**src/rtl/cpu_pkg.sv**
```systemverilog
// Shared CPU types: ALU opcode encoding and the architectural condition-flag layout.
package cpu_pkg;

  typedef enum logic [2:0] {
    ALU_ADD = 3'd0,
    ALU_SUB = 3'd1,
    ALU_AND = 3'd2,
    ALU_ORR = 3'd3,
    ALU_EOR = 3'd4,
    ALU_MOV = 3'd5,
    ALU_CMP = 3'd6,
    ALU_CMN = 3'd7
  } alu_op_e;

  // Bit order N,Z,V,C (3..0) matches the condition unit.
  typedef struct packed {
    logic n;
    logic z;
    logic v;
    logic c;
  } flags_t;

endpackage

```
**src/rtl/flag_calc.sv**
```systemverilog
// Combinational N/Z/V/C computation for the execute-stage ALU operation.
module flag_calc
  import cpu_pkg::*;
#(
  parameter int unsigned WIDTH = 32
) (
  input  alu_op_e          op,
  input  logic [WIDTH-1:0] op_a,
  input  logic [WIDTH-1:0] op_b,
  input  logic [WIDTH-1:0] alu_res,
  input  flags_t           cur,
  output flags_t           nxt
);

  localparam int unsigned MSB = WIDTH - 1;

  logic [WIDTH:0]   sum;
  logic [WIDTH:0]   diff;
  logic [WIDTH-1:0] res;

  always_comb begin
    sum  = {1'b0, op_a} + {1'b0, op_b};
    diff = {1'b0, op_a} + {1'b0, ~op_b} + (WIDTH+1)'(1);
    res  = alu_res;
    nxt  = cur;
    unique case (op)
      ALU_ADD, ALU_CMN: begin
        // CMN has no destination, so its N/Z come from the internal sum.
        if (op == ALU_CMN) res = sum[WIDTH-1:0];
        nxt.c = sum[WIDTH];
        nxt.v = (op_a[MSB] == op_b[MSB]) & (sum[MSB] != op_a[MSB]);
      end
      ALU_SUB, ALU_CMP: begin
        if (op == ALU_CMP) res = diff[WIDTH-1:0];
        nxt.c = diff[WIDTH];
        nxt.v = (op_a[MSB] != op_b[MSB]) & (diff[MSB] != op_a[MSB]);
      end
      default: ;
    endcase
    nxt.n = res[MSB];
    nxt.z = (res == '0);
  end

endmodule

```
**src/rtl/flag_unit.sv**
```systemverilog
// Architectural flag register plus a scoreboard of in-flight flag-setting instructions.
module flag_unit
  import cpu_pkg::*;
#(
  parameter int unsigned WIDTH = 32,
  parameter int unsigned DEPTH = 3
) (
  input  logic             clk,
  input  logic             rst,
  input  logic             fs_issue,
  input  logic             fs_wr,
  input  logic             stall,
  input  logic             flush,
  input  logic [2:0]       alu_op,
  input  logic [WIDTH-1:0] op_a,
  input  logic [WIDTH-1:0] op_b,
  input  logic [WIDTH-1:0] alu_res,
  output logic             nflag,
  output logic             zflag,
  output logic             vflag,
  output logic             cflag,
  output logic             flags_ready,
  output logic             flag_err
);

  localparam int unsigned CW = $clog2(DEPTH + 1);

  flags_t        flags;
  flags_t        calc;
  logic [CW-1:0] cnt;
  logic [CW-1:0] cnt_nxt;
  logic          inc;
  logic          dec;
  logic          err_set;

  flag_calc #(.WIDTH(WIDTH)) u_calc (
    .op      (alu_op_e'(alu_op)),
    .op_a    (op_a),
    .op_b    (op_b),
    .alu_res (alu_res),
    .cur     (flags),
    .nxt     (calc)
  );

  always_ff @(posedge clk or negedge rst) begin
    if (!rst) flags <= '0;
    else if (fs_wr && !stall) flags <= calc;
  end

  always_comb begin
    inc     = fs_issue & ~stall & ~flush;
    dec     = fs_wr & ~stall;
    cnt_nxt = cnt;
    err_set = 1'b0;
    if (inc && !dec) begin
      if (cnt == CW'(DEPTH)) err_set = 1'b1;
      else cnt_nxt = cnt + CW'(1);
    end else if (dec && !inc) begin
      if (cnt == '0) err_set = 1'b1;
      else cnt_nxt = cnt - CW'(1);
    end
    // Everything still outstanding after this cycle's write is squashed.
    if (flush) cnt_nxt = '0;
  end

  always_ff @(posedge clk or negedge rst) begin
    if (!rst) begin
      cnt      <= '0;
      flag_err <= 1'b0;
    end else begin
      cnt <= cnt_nxt;
      if (err_set) flag_err <= 1'b1;
    end
  end

  assign nflag       = flags.n;
  assign zflag       = flags.z;
  assign vflag       = flags.v;
  assign cflag       = flags.c;
  assign flags_ready = (cnt == '0);

endmodule

```
**config.mk**
```make
export PLATFORM = sky130hd
export DESIGN_NAME = flag_unit
export DESIGN_NICKNAME = d
export VERILOG_FILES = /design/src/rtl/cpu_pkg.sv /design/src/rtl/flag_calc.sv /design/src/rtl/flag_unit.sv
export SDC_FILE = /design/constraint.sdc
export NUM_CORES = 1
export LEC_CHECK = 0
export BUFFER_PORTS_ARGS = -buffer_cell sky130_fd_sc_hd__buf_2
export CAP_MARGIN = 25
export CORE_ASPECT_RATIO = 0.6
export CORE_UTILIZATION = 56
export CTS_CLUSTER_SIZE = 8
export DETAILED_ROUTE_END_ITERATION = 16
export HOLD_SLACK_MARGIN = 0.03
export PLACE_DENSITY = 0.92
export SYNTH_ARGS = -nofsm -noshare
export SYNTH_HDL_FRONTEND = slang
export SYNTH_SLANG_ARGS = --single-unit
export TNS_END_PERCENT = 10
```
**constraint.sdc**
```tcl
create_clock -name clk -period 1.7 [get_ports clk]
set_input_delay 0.17 -clock clk [delete_from_list [all_inputs] [get_ports clk]]
set_output_delay 0.17 -clock clk [all_outputs]
set_load 0.03 [all_outputs]
```
==> flow_metrics.env, run 1 <==
export IMPL_ys_warnings_count=0
export IMPL_cts_sinks=7
export IMPL_synth_edf_count=0
export IMPL_status="did not finish"
export IMPL_grt_pass1_vias=10200
export IMPL_dieHeight_um=72.3
export IMPL_synthTopCellsByArea="ha_1, nor2_1, a21oi_1"
export IMPL_yosys_area_top_type_share_pct=17.7
export IMPL_yosys_area_top_type="ha_1"
export IMPL_placed_area_um2=7090
export IMPL_dp_slack_ns=-1.91
export IMPL_synth_distinct_cells=74
export IMPL_gp_congestion=1.26
export IMPL_cts_root_buffer="clkbuf_16"
export IMPL_num_io_pins=111
export IMPL_cts_buffers=3
export IMPL_firstError="[ERROR GRT-0116] Global routing finished with congestion. Check the congestion regions in the DRC Viewer."
export IMPL_gr_total_overflow=375
export IMPL_die_x_um=119
export IMPL_cts_htree_levels=1
export IMPL_grt_use_total_pct=94.8
export IMPL_synth_fp_nets=874
export IMPL_start_util_pct=58.2
export IMPL_grt_max_degree=11
export IMPL_ys_flop_type="dfrtp_1"
export IMPL_avgSynthCellArea_um2=6.56
export IMPL_io_buffers=110
export IMPL_core_rowCount=25
export IMPL_netlist_area_um2=4610
export IMPL_ys_seq_elements=7
export IMPL_netlist_instances=702
export IMPL_hpwl_um=20500
export IMPL_grt_pass1_wl_um=62000
export IMPL_postSynth_asyncResetShare_pct=100
export IMPL_lastStage="5_1_grt"
export IMPL_yosysSeqAreaShare_pct=3.80
export IMPL_ctsLongestPathBuffers=2
## synthesized netlist by cell type (5+ instances only)
cell type,number
clkbuf_1,23
xnor2_1,26
o31ai_1,15
nand2_1,47
o21bai_1,7
nand4_1,9
o21a_1,7
o21ai_0,38
nor2_1,87
xor2_1,6
buf_2,5
nand3_1,16
o22ai_1,8
a31oi_1,9
nor2b_1,16
dfrtp_1,7
a21o_1,10
nor4_1,24
inv_1,62
nor3_1,20
o2111ai_1,6
a21oi_1,65
ha_1,65
a211o_1,6
nand2b_1,20
a211oi_1,8
## logic make-up after synthesis
group / Yosys count / synth area share [%]
and+or+nand+nor: 267 / 28.7
muxes: 7 / 1.60
buffers and inverters: 96 / 8.28
xor gates and xnor gates: 32 / 6.08
adders and majority gates: 67 / 18.5
AOI/OAI and AO/OA: 226 / 33.0
DFF: 7 / 3.80
## per-layer routing
| layer | track usage, % | overflow |
|---|---|---|
| met1 | 89.6 | 24 |
| met2 | 112 | 229 |
| met3 | 81.8 | 25 |
| met4 | 104 | 97 |
| met5 | 62.5 | 0 |
## stage by stage
step                      std cells  utilization [%]
after floorplan                 702                -
after global placement         1143             89.6
after detailed placement       1143             89.6
after CTS                      1151             93.6
## repair_timing
action	in CTS
setup endpoints to repair	4
pin swaps	21
endpoints found under the hold margin	7
hold buffers	1
buffers inserted	4
resized for setup	41
==> inputs of run 2 (changes only) <==
- CORE_ASPECT_RATIO: 0.6 -> not set
- CORE_UTILIZATION: 56 -> 40
- CTS_CLUSTER_SIZE: 8 -> not set
- HOLD_SLACK_MARGIN: 0.03 -> not set
- PLACE_DENSITY: 0.92 -> not set
- PLACE_DENSITY_LB_ADDON: not set -> 0.15
==> run 2 against run 1 <==
  * The flow now finishes, with violations (negative setup slack)
  * Synthesized cell count unchanged
  * Synthesized area is the same
==> flow_metrics.env, run 2 <==
export IMPL_ant_nets=0
export IMPL_die_x_um=109
export IMPL_synth_distinct_cells=74
export IMPL_postSynth_asyncResetShare_pct=100
export IMPL_dp_cells=1185
export IMPL_yosys_area_top_type="ha_1"
export IMPL_fin_crit_ns=3.17
export IMPL_num_vias=6607
export IMPL_num_io_pins=111
export IMPL_io_buffers=110
export IMPL_hold_viol=0
export IMPL_ys_seq_elements=7
export IMPL_tightest_slew_ns=0.606
export IMPL_synth_edf_count=0
export IMPL_drv_cap=0
export IMPL_drt_iter0_drc=481
export IMPL_violations="negative setup slack"
export IMPL_core_um2=11000
export IMPL_gr_total_overflow=0
export IMPL_finish_utilization_pct=67.4
export IMPL_setup_viol=4
export IMPL_grt_pass1_wl_um=30100
export IMPL_ctsLongestPathBuffers=2
export IMPL_max_slew_margin_rel_pct=59.1
export IMPL_ys_warnings_count=0
export IMPL_die_area_um2=12000
export IMPL_hpwl_um=16200
export IMPL_rsz0062_at_grt="yes"
export IMPL_peakVddDrop_uv=507
export IMPL_wl_um=19000
export IMPL_path_class="in -> reg"
export IMPL_largest_reg_flops=2
export IMPL_slew_violations=0
export IMPL_cp_end_kind="flop"
export IMPL_netlist_instances=702
export IMPL_hold_class="in -> reg"
export IMPL_yosys_area_top_type_share_pct=17.7
export IMPL_grt_pass1_vias=6550
export IMPL_maxUsedRoutingLayer="met4"
export IMPL_yosysMostFrequentCell="nor2_1"
export IMPL_cts_htree_levels=1
export IMPL_start_util_pct=41.8
export IMPL_intPower_mw=1.84
export IMPL_power_frac_clock_pct=11.8
export IMPL_fin_tns_setup_ns=-5.02
export IMPL_avgSynthCellArea_um2=6.56
export IMPL_p_sw_share_pct=44.9
export IMPL_final_common_cell="buf_4"
export IMPL_crit_path_start_kind="primary input"
export IMPL_grt_use_total_pct=31.5
export IMPL_synthTopCellsByCount="nor2_1, a21oi_1, ha_1"
export IMPL_yosysSeqAreaShare_pct=3.80
export IMPL_crit_required_ns=1.82
export IMPL_final_cell_mix="buf_4, buf_2, nor2_1"
export IMPL_drc=0
export IMPL_antennaDiodeCount=0
export IMPL_p_sw_mw=1.50
export IMPL_final_nets=1226
export IMPL_fin_total_pwr_mw=3.35
export IMPL_wl_met3_um=806
export IMPL_netlist_area_um2=4610
export IMPL_cts_root_buffer="clkbuf_16"
export IMPL_ys_flop_type="dfrtp_1"
export IMPL_wl_met2_um=9370
export IMPL_wl_met1_um=8250
export IMPL_core_rowCount=38
export IMPL_gp_congestion=0.970
export IMPL_p_leak_nw=3.72
export IMPL_syn_to_final_growth_pct=61.4
export IMPL_dieHeight_um=109
export IMPL_drive_above_1_share_pct=40.0
export IMPL_skew_ns=0.0000904
export IMPL_fin_ws_ns=-1.47
export IMPL_dp_slack_ns=-1.79
export IMPL_status="complete, but fails checks"
export IMPL_largest_register="cnt"
export IMPL_dr_pass1_iters=5
export IMPL_seq_power_share_pct=6.0
export IMPL_worstPathMaxFanout=3
export IMPL_clkLatencyLatePin_ns=0.23
export IMPL_grt_max_degree=16
export IMPL_clk_pin_slew_ns=0.04
export IMPL_antenna_found_initial=0
export IMPL_pwr_share_comb_pct=82.1
export IMPL_synthTopCellsByArea="ha_1, nor2_1, a21oi_1"
export IMPL_min_period_over_period_pct=187
export IMPL_cts_buffers=3
export IMPL_layoutNonFillerInstCount=1193
export IMPL_wl_per_cell_um=15.9
export IMPL_cts_sinks=7
export IMPL_fmax_mhz=315
export IMPL_cp_arrival_ns=3.30
export IMPL_tritoncts="yes"
export IMPL_synth_fp_nets=874
export IMPL_power_density_nw_per_um2=450
export IMPL_viasPerCell=5.54
[run 2: kinds of logic after synthesis]
kind of cell             count (synthesis)  share of synthesized area (%)
flip-flops                               7                           3.80
buffers and inverters                   96                           8.28
AND/OR/NAND/NOR                        267                           28.7
XOR/XNOR                                32                           6.08
adder cells (fa/ha/maj)                 67                           18.5
multiplexers                             7                           1.60
AO/OA/AOI/OAI                          226                           33.0
[run 2: worst max-delay path, stage by stage]
cell,delay (ns)
buf_2,0.10
ha_2,0.18
inv_1,0.06
fa_2,0.52
mux2_2,0.15
a21oi_2,0.07
a2111oi_2,0.26
nand2_1,0.08
a211o_1,0.27
or4_4,0.54
a2111oi_4,0.20
nand4_1,0.19
nor4_2,0.18
a21oi_1,0.11
o41ai_2,0.21
[run 2: power groups by stage]
stage	clock [mW]	combinational [mW]	sequential, mW
final	0.396	2.75	0.202
after global routing	0.414	2.97	0.204
after CTS	0.404	2.67	0.202
after detailed placement	0	2.61	0.203
after global placement	0	2.57	0.203
after floorplan	0	1.29	0.241
[run 2: repair_timing]
item	CTS	global route
endpoints found under the setup margin	4	4
hold buffers	1	0
setup buffers	0	3
gates resized for setup	16	12
pin swaps	5	6
endpoints found under the hold margin	7	0
[run 2: final cells by class]
cell class	count	area [um2]
fill	1042	3590
inverter	64	240
clock buffer	4	78.8
tap	140	175
timing repair buffer	379	2580
multi-input combinational	599	4180
sequential	7	175
[run 2: final timing paths]
| check | startpoint | endpoint | slack (ns) | cells past startpoint |
|---|---|---|---|---|
| worst max-delay path | op_b[0] | zflag | -1.47 | 15 |
| worst min-delay path | flush | cnt[0] | 0.13 | 2 |
| worst max register to register | cnt[0] | cnt[0] | 0.48 | 6 |
| worst min register to register | flag_err | flag_err | 0.48 | 1 |
| min in group asynchronous | rst | cflag | 0.31 | 2 |
| max in group asynchronous | rst | cnt[0] | 1.22 | 2 |
[run 2: metrics by stage]
step                hold slack [ns]  cell area (um2)
finish                        0.128             7440
global route                  0.134             7440
CTS                           0.123             7370
detailed placement           0.0172             7200
global placement             0.0118             7200
floorplan                    -0.126             4610
[run 2: layer usage]
metal	global-route usage [%]	vias up
met3	2.37	36
li1	-	3259
met5	0	-
met4	10.9	0
met1	38.6	3088
met2	57.5	224
Power figures use the tool's default switching activity.
==> inputs of run 3 (changes only) <==
- SYNTH_HIERARCHICAL: not set -> 1
==> run 3 against run 2 <==
  * The flow still finishes with violations (negative setup slack)
  * Worst hold slack worse by 0.0087 ns
  * Combinational power up 30%
  * Critical path depth unchanged
  * Clock power grew 1%
  * Synthesized cell count grew 15%
  * Global-route usage increased by 2.5 points
  * Synthesized area rose by 18%
  * Sequential power rose by 6%
  * Register-to-register slack worse by 0.19 ns
  * Total power rose by 25%
  * Die area increased by 17%
  * Flip-flop and latch count unchanged
==> flow_metrics.env, run 3 <==
export IMPL_status="complete, but fails checks"
export IMPL_violations="negative setup slack"
export IMPL_die_area_um2=14000
export IMPL_drt_iter0_drc=738
export IMPL_fin_ws_ns=-1.37
export IMPL_netlist_instances=804
export IMPL_rr_endpoint="cflag"
export IMPL_grt_pass1_wl_um=38300
export IMPL_worstPathMaxFanout=5
export IMPL_ys_seq_elements=7
export IMPL_start_util_pct=41.0
export IMPL_io_buffers=110
export IMPL_cts_sinks=7
export IMPL_tightest_slew_ns=0.849
export IMPL_hold_class="in -> reg"
export IMPL_wl_um=24500
export IMPL_crit_start="op_a[20]"
export IMPL_core_um2=13200
export IMPL_final_cell_area_um2=9260
export IMPL_dieHeight_um=118
export IMPL_seq_power_share_pct=5.1
export IMPL_skew_ns=0.000153
export IMPL_ctsLongestPathBuffers=2
export IMPL_rsz0062_at_grt="yes"
export IMPL_yosys_area_top_type_share_pct=15.0
export IMPL_postSynth_asyncResetShare_pct=100
export IMPL_fin_crit_ns=3.07
export IMPL_drive_above_1_share_pct=46.7
export IMPL_path_class="in -> reg"
export IMPL_grt_use_total_pct=34.0
export IMPL_final_cell_mix="buf_4, buf_2, inv_1"
export IMPL_antennaDiodeCount=0
export IMPL_cts_htree_levels=1
export IMPL_largest_reg_flops=2
export IMPL_netlist_area_um2=5430
export IMPL_power_density_nw_per_um2=451
export IMPL_cp_arrival_ns=3.24
export IMPL_hpwl_um=20100
export IMPL_synth_distinct_cells=95
export IMPL_peakVddDrop_uv=314
export IMPL_ys_warnings_count=6
export IMPL_syn_to_final_growth_pct=70.7
export IMPL_placed_area_um2=8530
export IMPL_regArea_um2=175
export IMPL_fmax_mhz=326
export IMPL_hold_viol=0
export IMPL_ant_nets=0
export IMPL_nFillCells=1182
export IMPL_drv_cap=0
export IMPL_p_sw_mw=1.95
export IMPL_synthTopCellsByArea="ha_1, a21oi_1, inv_1"
export IMPL_setup_viol=4
export IMPL_cp_endpoint="zflag"
export IMPL_cts_buffers=3
export IMPL_min_delay_path_depth=2
export IMPL_synth_fp_nets=976
export IMPL_largest_register="cnt"
export IMPL_clkLatencyLatePin_ns=0.23
export IMPL_min_period_over_period_pct=180
export IMPL_num_io_pins=111
export IMPL_gr_total_overflow=0
export IMPL_pwr_share_comb_pct=85.3
export IMPL_final_nets=1393
export IMPL_p_sw_share_pct=46.7
export IMPL_clk_pin_slew_ns=0.04
export IMPL_dr_pass1_iters=6
export IMPL_cp_end_kind="flop"
export IMPL_power_frac_clock_pct=9.6
export IMPL_yosys_area_top_type="ha_1"
export IMPL_crit_required_ns=1.87
export IMPL_viasPerCell=5.78
export IMPL_final_common_cell="buf_4"
export IMPL_multi_input_area_um2=5370
export IMPL_die_x_um=118
export IMPL_yosysMostFrequentCell="inv_1"
export IMPL_r2r_setup_slack_ns=0.29
export IMPL_ys_flop_type="dfrtp_1"
export IMPL_antenna_found_initial=0
export IMPL_wl_per_cell_um=17.5
export IMPL_num_vias=8066
export IMPL_grt_pass1_vias=7607
export IMPL_cts_root_buffer="clkbuf_16"
export IMPL_core_rowCount=42
export IMPL_synthTopCellsByCount="inv_1, ha_1, a21oi_1"
export IMPL_tritoncts="yes"
export IMPL_slew_violations=0
export IMPL_intPower_mw=2.23
export IMPL_r2r_start="cflag"
export IMPL_fin_total_pwr_mw=4.18
export IMPL_yosysSeqAreaShare_pct=3.23
export IMPL_synth_edf_count=0
export IMPL_p_leak_nw=4.44
export IMPL_reg2reg_depth=5
export IMPL_drc=0
export IMPL_max_slew_margin_rel_pct=42.7
export IMPL_grt_max_degree=13
export IMPL_crit_path_start_kind="primary input"
export IMPL_avgSynthCellArea_um2=6.75
export IMPL_gp_congestion=1.06
[run 3: worst min-delay path by stage]
stage | startpoint | to | slack [ns]
2_1_floorplan | rst | cflag | -0.13
3_3_place_gp | rst | nflag | 0.02
3_5_place_dp | rst | zflag | 0.01
4_1_cts | flush | cnt[0] | 0.12
5_1_grt | flush | cnt[0] | 0.13
6_report | flush | cnt[0] | 0.12
[run 3: metal layers]
layer / track usage, % / wire, um / vias up
met5: 0 / 0 / -
met4: 10.9 / 894 / 0
met3: 4.97 / 1800 / 58
met2: 57.4 / 11300 / 347
met1: 44.2 / 10500 / 3749
li1: - / - / 3912
[run 3: cells by family after synthesis]
family                   synth area share (%)
AND/OR/NAND/NOR                          31.9
multiplexers                             2.56
AO/OA/AOI/OAI                            36.2
flip-flops                               3.23
adder cells (fa/ha/maj)                  15.7
buffers and inverters                    8.65
XOR/XNOR                                 1.78
[run 3: timing repair]
action,CTS,global route
resized for setup,75,35
pin swaps,36,18
setup endpoints to repair,4,4
buffers inserted,11,1
hold buffers,1,0
endpoints found under the hold margin,7,0
[run 3: power groups by stage]
stage	combinational, mW	clock, mW	sequential, mW
floorplan	1.54	0	0.250
CTS	3.37	0.409	0.214
finish	3.57	0.401	0.214
global placement	3.15	0	0.214
detailed placement	3.17	0	0.214
global route	3.80	0.419	0.218
[run 3: final cells by class]
cell class                      instances  share of cell area, %
Timing Repair Buffer                  453                   33.9
Sequential cell                         7                   1.89
Tap cell                              176                   2.38
Clock buffer                            4                  0.851
Inverter                               72                   2.94
Multi-Input combinational cell        684                   58.0
[run 3: metrics by stage]
step	TNS, ns	std cells	worst slack [ns]	hold slack (ns)	util, %
2_1_floorplan	-4.54	804	-1.22	-0.126	-
3_3_place_gp	-6.65	1380	-2.00	0.0171	64.4
6_report	-5.03	1396	-1.37	0.120	69.9
4_1_cts	-5.06	1395	-1.36	0.116	68.4
3_5_place_dp	-6.87	1380	-1.96	0.0132	64.4
5_1_grt	-5.60	1396	-1.49	0.130	69.9
[run 3: worst max-delay path: stages]
cell	delay, ns
buf_2	0.11
ha_1	0.33
buf_4	0.16
inv_1	0.06
buf_4	0.16
nor2_1	0.12
a2111oi_4	0.42
nand4_1	0.25
nor4_2	0.21
o2111ai_1	0.19
nor4_2	0.29
nand2_1	0.15
or3_4	0.36
a21oi_2	0.12
mux2_4	0.15
